**config.mk**
```make
export PLATFORM = sky130hd
export DESIGN_NAME = dot_operand_loader
export DESIGN_NICKNAME = d
export VERILOG_FILES = /design/src/rtl/dot_operand_loader_pkg.sv /design/src/rtl/dot_operand_loader_wait.sv /design/src/rtl/dot_operand_loader.sv
export SDC_FILE = /design/constraint.sdc
export NUM_CORES = 1
export LEC_CHECK = 0
export CELL_PAD_IN_SITES_DETAIL_PLACEMENT = 0
export CELL_PAD_IN_SITES_GLOBAL_PLACEMENT = 2
export CORE_MARGIN = 1
export CORE_UTILIZATION = 34
export DETAILED_ROUTE_END_ITERATION = 10
export PLACE_DENSITY = 0.85
export RECOVER_POWER = 50
export SLEW_MARGIN = 25
export SYNTH_ARGS = -nofsm -noshare
export SYNTH_HDL_FRONTEND = slang
export SYNTH_SLANG_ARGS = --single-unit
```
**constraint.sdc**
```tcl
create_clock -name Clock -period 4.5 [get_ports Clock]
set_input_delay 0.675 -clock Clock [delete_from_list [all_inputs] [get_ports Clock]]
set_output_delay 0.675 -clock Clock [all_outputs]
set_load 0.05 [all_outputs]
```
**src/rtl/dot_operand_loader_pkg.sv**
```systemverilog
// Shared types and width helpers for the dotProduct operand loader.
//   ld_state_e    : loader FSM state encoding
//   clogb2        : ceiling log2, same rounding as the dotProduct width derivation
//   res_width     : dot-product result width for given element widths and DIM
//   idx_width     : element index width (at least 1 bit)
//   cnt_width     : latency counter width able to hold DP_LATENCY (at least 1 bit)
package dot_operand_loader_pkg;

    typedef enum logic [1:0] {
        ST_LOAD = 2'd0,
        ST_WAIT = 2'd1,
        ST_DONE = 2'd2
    } ld_state_e;

    // Ceiling log2; clogb2(1) == 0.
    function automatic int unsigned clogb2(input int unsigned value);
        int unsigned v;
        int unsigned r;
        v = (value > 0) ? value - 1 : 0;
        r = 0;
        while (v > 0) begin
            v = v >> 1;
            r = r + 1;
        end
        return r;
    endfunction

    function automatic int unsigned res_width(input int unsigned a_w,
                                              input int unsigned b_w,
                                              input int unsigned dim);
        return a_w + b_w + clogb2(dim);
    endfunction

    function automatic int unsigned idx_width(input int unsigned dim);
        return (clogb2(dim) == 0) ? 1 : clogb2(dim);
    endfunction

    function automatic int unsigned cnt_width(input int unsigned latency);
        return (clogb2(latency + 1) == 0) ? 1 : clogb2(latency + 1);
    endfunction

endpackage

```
**src/rtl/dot_operand_loader_wait.sv**
```systemverilog
// Loadable down-counter that times out the dotProduct pipeline latency.
//   clk, rst_n : clock, async active-low reset
//   load       : load load_val into the counter (has priority over dec)
//   load_val   : value to load
//   dec        : decrement by one, saturating at zero
//   Expired    : counter currently reads zero
module dot_operand_loader_wait #(
    parameter int unsigned CNT_WIDTH = 2
) (
    input  logic                 clk,
    input  logic                 rst_n,
    input  logic                 load,
    input  logic [CNT_WIDTH-1:0] load_val,
    input  logic                 dec,
    output logic                 Expired
);

    logic [CNT_WIDTH-1:0] cnt_q;
    logic [CNT_WIDTH-1:0] cnt_d;

    // Next count: load wins, decrement stops at zero.
    always_comb begin
        cnt_d = cnt_q;
        if (load) begin
            cnt_d = load_val;
        end else if (dec && (cnt_q != '0)) begin
            cnt_d = cnt_q - CNT_WIDTH'(1);
        end
    end

    always_ff @(posedge clk or negedge rst_n) begin
        if (!rst_n) begin
            cnt_q <= '0;
        end else begin
            cnt_q <= cnt_d;
        end
    end

    assign Expired = (cnt_q == '0);

endmodule

```
**src/rtl/dot_operand_loader.sv**
```systemverilog
// Packs DIM A/B element beats into wide operand vectors for dotProduct, waits
// out the engine latency, captures DotProduct and presents it on a
// valid/ready output.
//   Clock, Reset_n     : clock, async active-low reset
//   InValid/InReady    : input beat handshake (InA, InB one element each)
//   A, B               : packed operands, element k at [k*W +: W]
//   DotProduct         : result returned by the dotProduct engine
//   OutValid/OutReady  : output handshake for Result
//   Busy               : loader is not in its LOAD state
module dot_operand_loader
    import dot_operand_loader_pkg::*;
#(
    parameter int unsigned  DIM          = 10,
    parameter int unsigned  A_DATA_WIDTH = 16,
    parameter int unsigned  B_DATA_WIDTH = 16,
    parameter int unsigned  DP_LATENCY   = 2,
    localparam int unsigned RES_WIDTH    = res_width(A_DATA_WIDTH, B_DATA_WIDTH, DIM)
) (
    input  logic                        Clock,
    input  logic                        Reset_n,
    input  logic                        InValid,
    output logic                        InReady,
    input  logic [A_DATA_WIDTH-1:0]     InA,
    input  logic [B_DATA_WIDTH-1:0]     InB,
    output logic [A_DATA_WIDTH*DIM-1:0] A,
    output logic [B_DATA_WIDTH*DIM-1:0] B,
    input  logic [RES_WIDTH-1:0]        DotProduct,
    output logic                        OutValid,
    input  logic                        OutReady,
    output logic [RES_WIDTH-1:0]        Result,
    output logic                        Busy
);

    localparam int unsigned IDX_W = idx_width(DIM);
    localparam int unsigned CNT_W = cnt_width(DP_LATENCY);
    localparam int unsigned A_VW  = A_DATA_WIDTH * DIM;
    localparam int unsigned B_VW  = B_DATA_WIDTH * DIM;

    ld_state_e            state_q, state_d;
    logic [IDX_W-1:0]     idx_q, idx_d;
    logic [A_VW-1:0]      a_q, a_d;
    logic [B_VW-1:0]      b_q, b_d;
    logic [RES_WIDTH-1:0] result_q, result_d;
    logic                 out_valid_q, out_valid_d;
    logic                 in_ready_q, in_ready_d;
    logic                 busy_q, busy_d;

    logic                 cnt_load;
    logic                 cnt_dec;
    logic                 cnt_expired;

    dot_operand_loader_wait #(
        .CNT_WIDTH (CNT_W)
    ) u_wait (
        .clk      (Clock),
        .rst_n    (Reset_n),
        .load     (cnt_load),
        .load_val (CNT_W'(DP_LATENCY)),
        .dec      (cnt_dec),
        .Expired  (cnt_expired)
    );

    // Next-state and datapath updates.
    always_comb begin
        state_d     = state_q;
        idx_d       = idx_q;
        a_d         = a_q;
        b_d         = b_q;
        result_d    = result_q;
        out_valid_d = out_valid_q;
        cnt_load    = 1'b0;
        cnt_dec     = 1'b0;

        case (state_q)
            ST_LOAD: begin
                // in_ready_q gates the first cycle after reset release.
                if (InValid && in_ready_q) begin
                    for (int unsigned k = 0; k < DIM; k++) begin
                        if (idx_q == IDX_W'(k)) begin
                            a_d[k*A_DATA_WIDTH +: A_DATA_WIDTH] = InA;
                            b_d[k*B_DATA_WIDTH +: B_DATA_WIDTH] = InB;
                        end
                    end
                    if (idx_q == IDX_W'(DIM - 1)) begin
                        idx_d    = '0;
                        cnt_load = 1'b1;
                        state_d  = ST_WAIT;
                    end else begin
                        idx_d = idx_q + IDX_W'(1);
                    end
                end
            end
            ST_WAIT: begin
                if (cnt_expired) begin
                    result_d    = DotProduct;
                    out_valid_d = 1'b1;
                    state_d     = ST_DONE;
                end else begin
                    cnt_dec = 1'b1;
                end
            end
            ST_DONE: begin
                if (out_valid_q && OutReady) begin
                    out_valid_d = 1'b0;
                    state_d     = ST_LOAD;
                end
            end
            default: begin
                state_d = ST_LOAD;
            end
        endcase

        // Registered state decodes; equal to the current-state decode once out of reset.
        in_ready_d = (state_d == ST_LOAD);
        busy_d     = (state_d != ST_LOAD);
    end

    always_ff @(posedge Clock or negedge Reset_n) begin
        if (!Reset_n) begin
            state_q     <= ST_LOAD;
            idx_q       <= '0;
            a_q         <= '0;
            b_q         <= '0;
            result_q    <= '0;
            out_valid_q <= 1'b0;
            in_ready_q  <= 1'b0;
            busy_q      <= 1'b0;
        end else begin
            state_q     <= state_d;
            idx_q       <= idx_d;
            a_q         <= a_d;
            b_q         <= b_d;
            result_q    <= result_d;
            out_valid_q <= out_valid_d;
            in_ready_q  <= in_ready_d;
            busy_q      <= busy_d;
        end
    end

    assign InReady  = in_ready_q;
    assign A        = a_q;
    assign B        = b_q;
    assign Result   = result_q;
    assign OutValid = out_valid_q;
    assign Busy     = busy_q;

endmodule
```
## Word level (Yosys, flattened, before mapping)

Cells that the tools add are included.

- Mux-type cells: 16
- Reduce and logical (&&, ||, !) cells: 24
- Eq/ne operators: 13
- Add/sub/neg operators: 2

Operator list:

| cell | count |
|---|---|
| AND reduction 3 bit | 11 |
| equality test 4 x 3 -> 1 bit (second input constant) | 4 |
| two-way mux 2 bit | 6 |
| equality test 4 x 2 -> 1 bit (second input constant) | 2 |
| equality test 4 bit (second input constant) | 2 |
| nonzero test 2 bit | 4 |
| two-way mux 1 bit | 7 |
| logical NOT 2 bit | 3 |
| case mux 2 bit (3 select lines) | 1 |
| adder 4 x 1 -> 4 bit (second input constant) | 1 |
| equality test 4 x 1 -> 1 bit (second input constant) | 1 |
| logical NOT 4 bit | 1 |
| two-way mux 4 bit | 1 |
| != test 2 bit (second input constant) | 2 |
| AND reduction 2 bit | 2 |
| logical AND 1 bit | 3 |
| equality test 2 x 1 -> 1 bit (second input constant) | 1 |
| equality test 2 bit (second input constant) | 1 |
| case mux 1 bit (2 select lines) | 1 |
| subtractor 2 x 1 -> 2 bit (second input constant) | 1 |

- Output and inout bits: 359
- Bits in registers: 367
- Logic and storage cells: 82

## Longest topological paths before layout

- Depth in word-level cells: 6
- Gate-level depth with buffers: 6

## Hierarchy

From an unflattened synthesis, not the netlist that was laid out.

- Cells, all modules: 844
- Area, all modules: 13883.3 um2

By module, submodules not included:

| module | instances | sequential area each (um2) | area each (um2) | cells an instance |
|---|---|---|---|---|
| dot_operand_loader | 1 | 9133.8 | 13751.9 | 831 |
| dot_operand_loader_wait | 1 | 50.0 | 131.4 | 13 |

## Worst setup path before layout

OpenSTA, ideal clock, no wires.

- Path kind: reg-to-reg
- Start point: reg in_ready_q (netlist: InReady)
- End point: reg a_q[112] (netlist: A[112])
- Stages on the path, launching flop included: 6
- Data required time: 4.372 ns
- Period minus slack after synthesis: 1.895 ns
- Setup slack: 2.605 ns
- Data arrival time: 1.767 ns
- Path buffers: 2
- Cell sequence: dfrtp_1 and4bb_2 and4_1 buf_2 buf_4 mux2_1

- Word-level cells in the longest chain between the ends: 2

RTL lines:

| element | RTL line | RTL |
|---|---|---|
| start: declaration | dot_operand_loader.sv:45 | `logic in_ready_q, in_ready_d;` |
| start signal: assignment | dot_operand_loader.sv:135 | `in_ready_q <= in_ready_d;` |
| logical AND 1 bit | dot_operand_loader.sv:77 | `if (InValid && in_ready_q) begin` |
| AND reduction 3 bit (no source line) | n/a |  |
| end signal: assignment | dot_operand_loader.sv:122 | `a_q <= '0;` |
| end signal: assignment | dot_operand_loader.sv:131 | `a_q <= a_d;` |
| end: declaration | dot_operand_loader.sv:41 | `logic [A_VW-1:0] a_q, a_d;` |

No other way between the ends.
A chain may end at the register's enable or synchronous reset.

## Final worst setup path

- Start point: in InValid
- End point: reg a_q[53] (netlist: A[53])

- Word-level cells in the longest chain between the ends: 2

RTL lines:

| element | RTL line | RTL |
|---|---|---|
| start: declaration | dot_operand_loader.sv:21 | `input logic InValid,` |
| logical AND 1 bit | dot_operand_loader.sv:77 |  |
| AND reduction 3 bit (no source line) | n/a |  |

No other way between the ends.

==> flow_metrics.py <==
metrics = {
    "status": {
        "outcome": "finished, violations left",
        "failing_checks": "max-capacitance violations, max-slew violations",
    },
    "worst_hold_path": {
        "instance_count_along_the_most_critical_hold_path": 1,
        "worstHoldPathType": "reg2reg",
        "holdCritStartpoint": "B[28]",
    },
    "final_layout": {
        "finish.utilization_pct": 49.8,
        "fillCellCount": 3454,
        "area_growth_syn_to_layout_pct": 43.3,
        "insertedDiodeCount": 0,
        "final_nets": 1325,
        "drive_gt1_share_pct": 22.2,
    },
    "clock_tree": {
        "cts_buffers": 41,
        "number_of_buffers_between_clock_root_and_the_deepest_sink": 3,
        "ctsRootBufferMaster": "clkbuf_16",
        "clk_latency_ns": 0.54,
        "clkTransAtPathRegs_ns": 0.06,
        "cts.hold.buffers_added": 0,
        "post_cts.resized_instances": 0,
        "clock_sinks": 367,
        "cts_setup_buffers": 0,
        "tritoncts_clock_tree": "built",
        "htreeDepth": 2,
    },
    "routing": {
        "drt-vias-per-instance": 4.74,
        "first_iter_violations": 173,
        "route.final.wire_length_um": 39300,
        "route.vias.total": 8562,
        "drtPass1Iterations": 6,
        "drc": 0,
        "post_route_ant_nets": 0,
        "routed_wire_length_per_instance_um": 21.7,
    },
    "placed_design": {
        "place_hpwl_um": 26500,
        "port_buffers": 430,
        "final_gp_congestion": 0.753,
    },
    "synth": {
        "yosys.area.top_type_share_pct": 66.1,
        "syn_avg_cell_area_um2": 16.6,
        "netlist_area_um2": 13900,
        "cell_count_after_synthesis": 837,
        "synth_sequential_area_ratio_pct": 66.1,
        "synthesis.nets": 910,
        "synth.largest_area_cell": "dfrtp_1",
        "post_synth_main_area_contributors": "dfrtp_1, mux2_2, mux2_1, buf_2, buf_1",
        "synthDistinctLibCells": 31,
        "synth_register_bits": 367,
        "yosysWarningCount": 0,
    },
    "sta": {
        "final.setup.tns_ns": 0,
        "finalHoldViolations": 0,
        "final_cycle_share_pct": 71.8,
        "finalSetupViolations": 0,
        "maxSlewViolCount": 109,
        "tightestPinTransition_ns": 2.31,
        "timing.fmax_ghz": 0.309,
        "worst_slew_margin_rel_pct": -53.8,
        "post-route-min-period_ns": 3.23,
        "rsz0062_at_grt": "false",
        "finClkSkew_ns": 0.0202,
    },
    "critical_path": {
        "critical_setup_path_kind": "in2reg",
        "critical_path.cell_chain": "dlygate4sd3_1 -> and4bb_1 -> nand4_1 -> clkbuf_1 -> mux2_2",
        "reg2reg_depth": 4,
        "critPathArrivalTime_ns": 3.65,
        "cp.required_ns": 4.92,
        "worstSetupEndpointType": "register",
        "worstSetupStartpoint": "InValid",
        "timing.critical_path.slowest_cell_delay_ns": 1.19,
        "timing.critical_path.slowest_stage_cell": "clkbuf_1",
        "setup.worst_path.start_class": "input pin",
        "critical_path.reg2reg.startpoint": "state_q[0]",
        "path_max_fanout": 22,
    },
    "grt": {
        "grt_overflow": 0,
        "global_route.usage.total_pct": 18.9,
        "grt_antenna_before_repair": 0,
        "global_route_wire_length_before_repair_um": 58900,
        "grt_max_degree": 89,
        "via_count_of_the_first_global_routing_pass": 9066,
    },
    "floorplanning": {
        "dieHeight_um": 204,
        "std_cell_rows": 73,
        "floorplan.io_pins": 431,
        "fp.coreArea_um2": 40000,
        "die_boundary_width_um": 204,
        "initial_core_util_pct": 34.7,
        "die_area_um2": 41700,
    },
    "job": {
        "cap_violations": 2,
    },
}
cell usage in the layout (no fill, tap or decap), types with 2 or more instances in the layout:
cell,Yosys,layout
dlygate4sd3_1,0,51
nand2b_1,3,3
buf_12,0,3
o21ai_0,3,3
mux2_1,151,151
inv_1,3,3
clkinv_2,0,5
buf_4,3,4
nor3b_1,2,2
dfrtp_1,367,367
nand4b_4,4,4
clkbuf_8,0,9
mux2_2,207,207
nand2_1,2,2
nor2_1,2,2
clkbuf_2,0,3
nand3_1,3,4
clkinvlp_4,0,3
clkbuf_1,0,17
xnor2_1,2,2
clkbuf_16,0,41
clkdlybuf4s50_1,0,378
metal layers:
layer	share of wire [%]	GRT usage [%]	wire (um)
met5	0	0	0
met3	8.7	6.60	3410
met2	47	30.7	18600
met4	1.7	5.12	686
met1	42	23.9	16500
registers in the layout, summed over array words and instances, names as in the netlist:
signal	flops
InReady	1
Result	36
Busy	1
B	160
OutValid	1
idx_q	4
u_wait.cnt_q	2
state_q	2
A	160
Yosys cell counts:
cell type  count
nand4b_4       4
and2b_1        1
mux2_1       151
nor2_1         2
nand4_1        1
o21ai_0        3
ha_1           1
inv_1          3
buf_2         35
and4_1         1
nand3_2        2
xnor2_1        2
mux2_2       207
a21oi_1        1
and4bb_2       1
or3b_2         1
nand4b_1       1
dfrtp_1      367
buf_4          3
nor2_2         1
and2_1         2
nor3b_1        2
xor2_1         1
nand3_1        3
a221o_1        1
nand2b_1       3
buf_6          1
nand2_1        2
nor2b_1        1
nand3b_1       1
buf_1         32
cell families (layout without fill, tap and decap cells):
group	after synthesis	count (layout)	share of synthesized area, %
buffers and inverters	74	518	2.45
AO/OA/AOI/OAI	5	5	0.216
multiplexers	358	358	29.0
AND/OR/NAND/NOR	29	29	1.90
flip-flops	367	367	66.1
adder cells (fa/ha/maj)	1	1	0.0901
XOR/XNOR	3	3	0.189
worst paths after layout:
kind,end,slack [ns]
hold / removal,B[28],0.48
setup / recovery,A[53],1.27
setup reg to reg,A[69],1.54
hold reg to reg,B[28],0.48
max in group asynchronous,B[151],1.60
min in group asynchronous,A[107],0.83
critical path, delay by kind of cell:
kind	cells	cell delay, ns
buffers and inverters	2	1.75
muxes	1	0.44
and+or+nand+nor	2	0.74
area by class of cell:
| type | count | area, um^2 | area share (%) |
|---|---|---|---|
| Multi-Input combinational cell | 396 | 4360 | 21.9 |
| Timing Repair Buffer | 443 | 4410 | 22.2 |
| Tap cell | 525 | 657 | 3.30 |
| Sequential cell | 367 | 9180 | 46.1 |
| Clock inverter | 9 | 77.6 | 0.390 |
| Clock buffer | 63 | 1200 | 6.02 |
| Inverter | 3 | 11.3 | 0.0566 |
per-stage QoR:
stage	setup WS (ns)	instances	cell area, um^2	hold slack [ns]
finish	1.27	1806	19900	0.483
global route	0.995	1806	19900	0.500
global placement	1.20	1734	18700	0.466
floorplan	2.61	837	13900	0.379
detailed placement	1.16	1734	18700	0.474
CTS	1.75	1806	19900	0.151
Power is left out: the tool's default activity adds up to more than one toggle a clock period on the data nets, which glitch-free logic cannot reach.
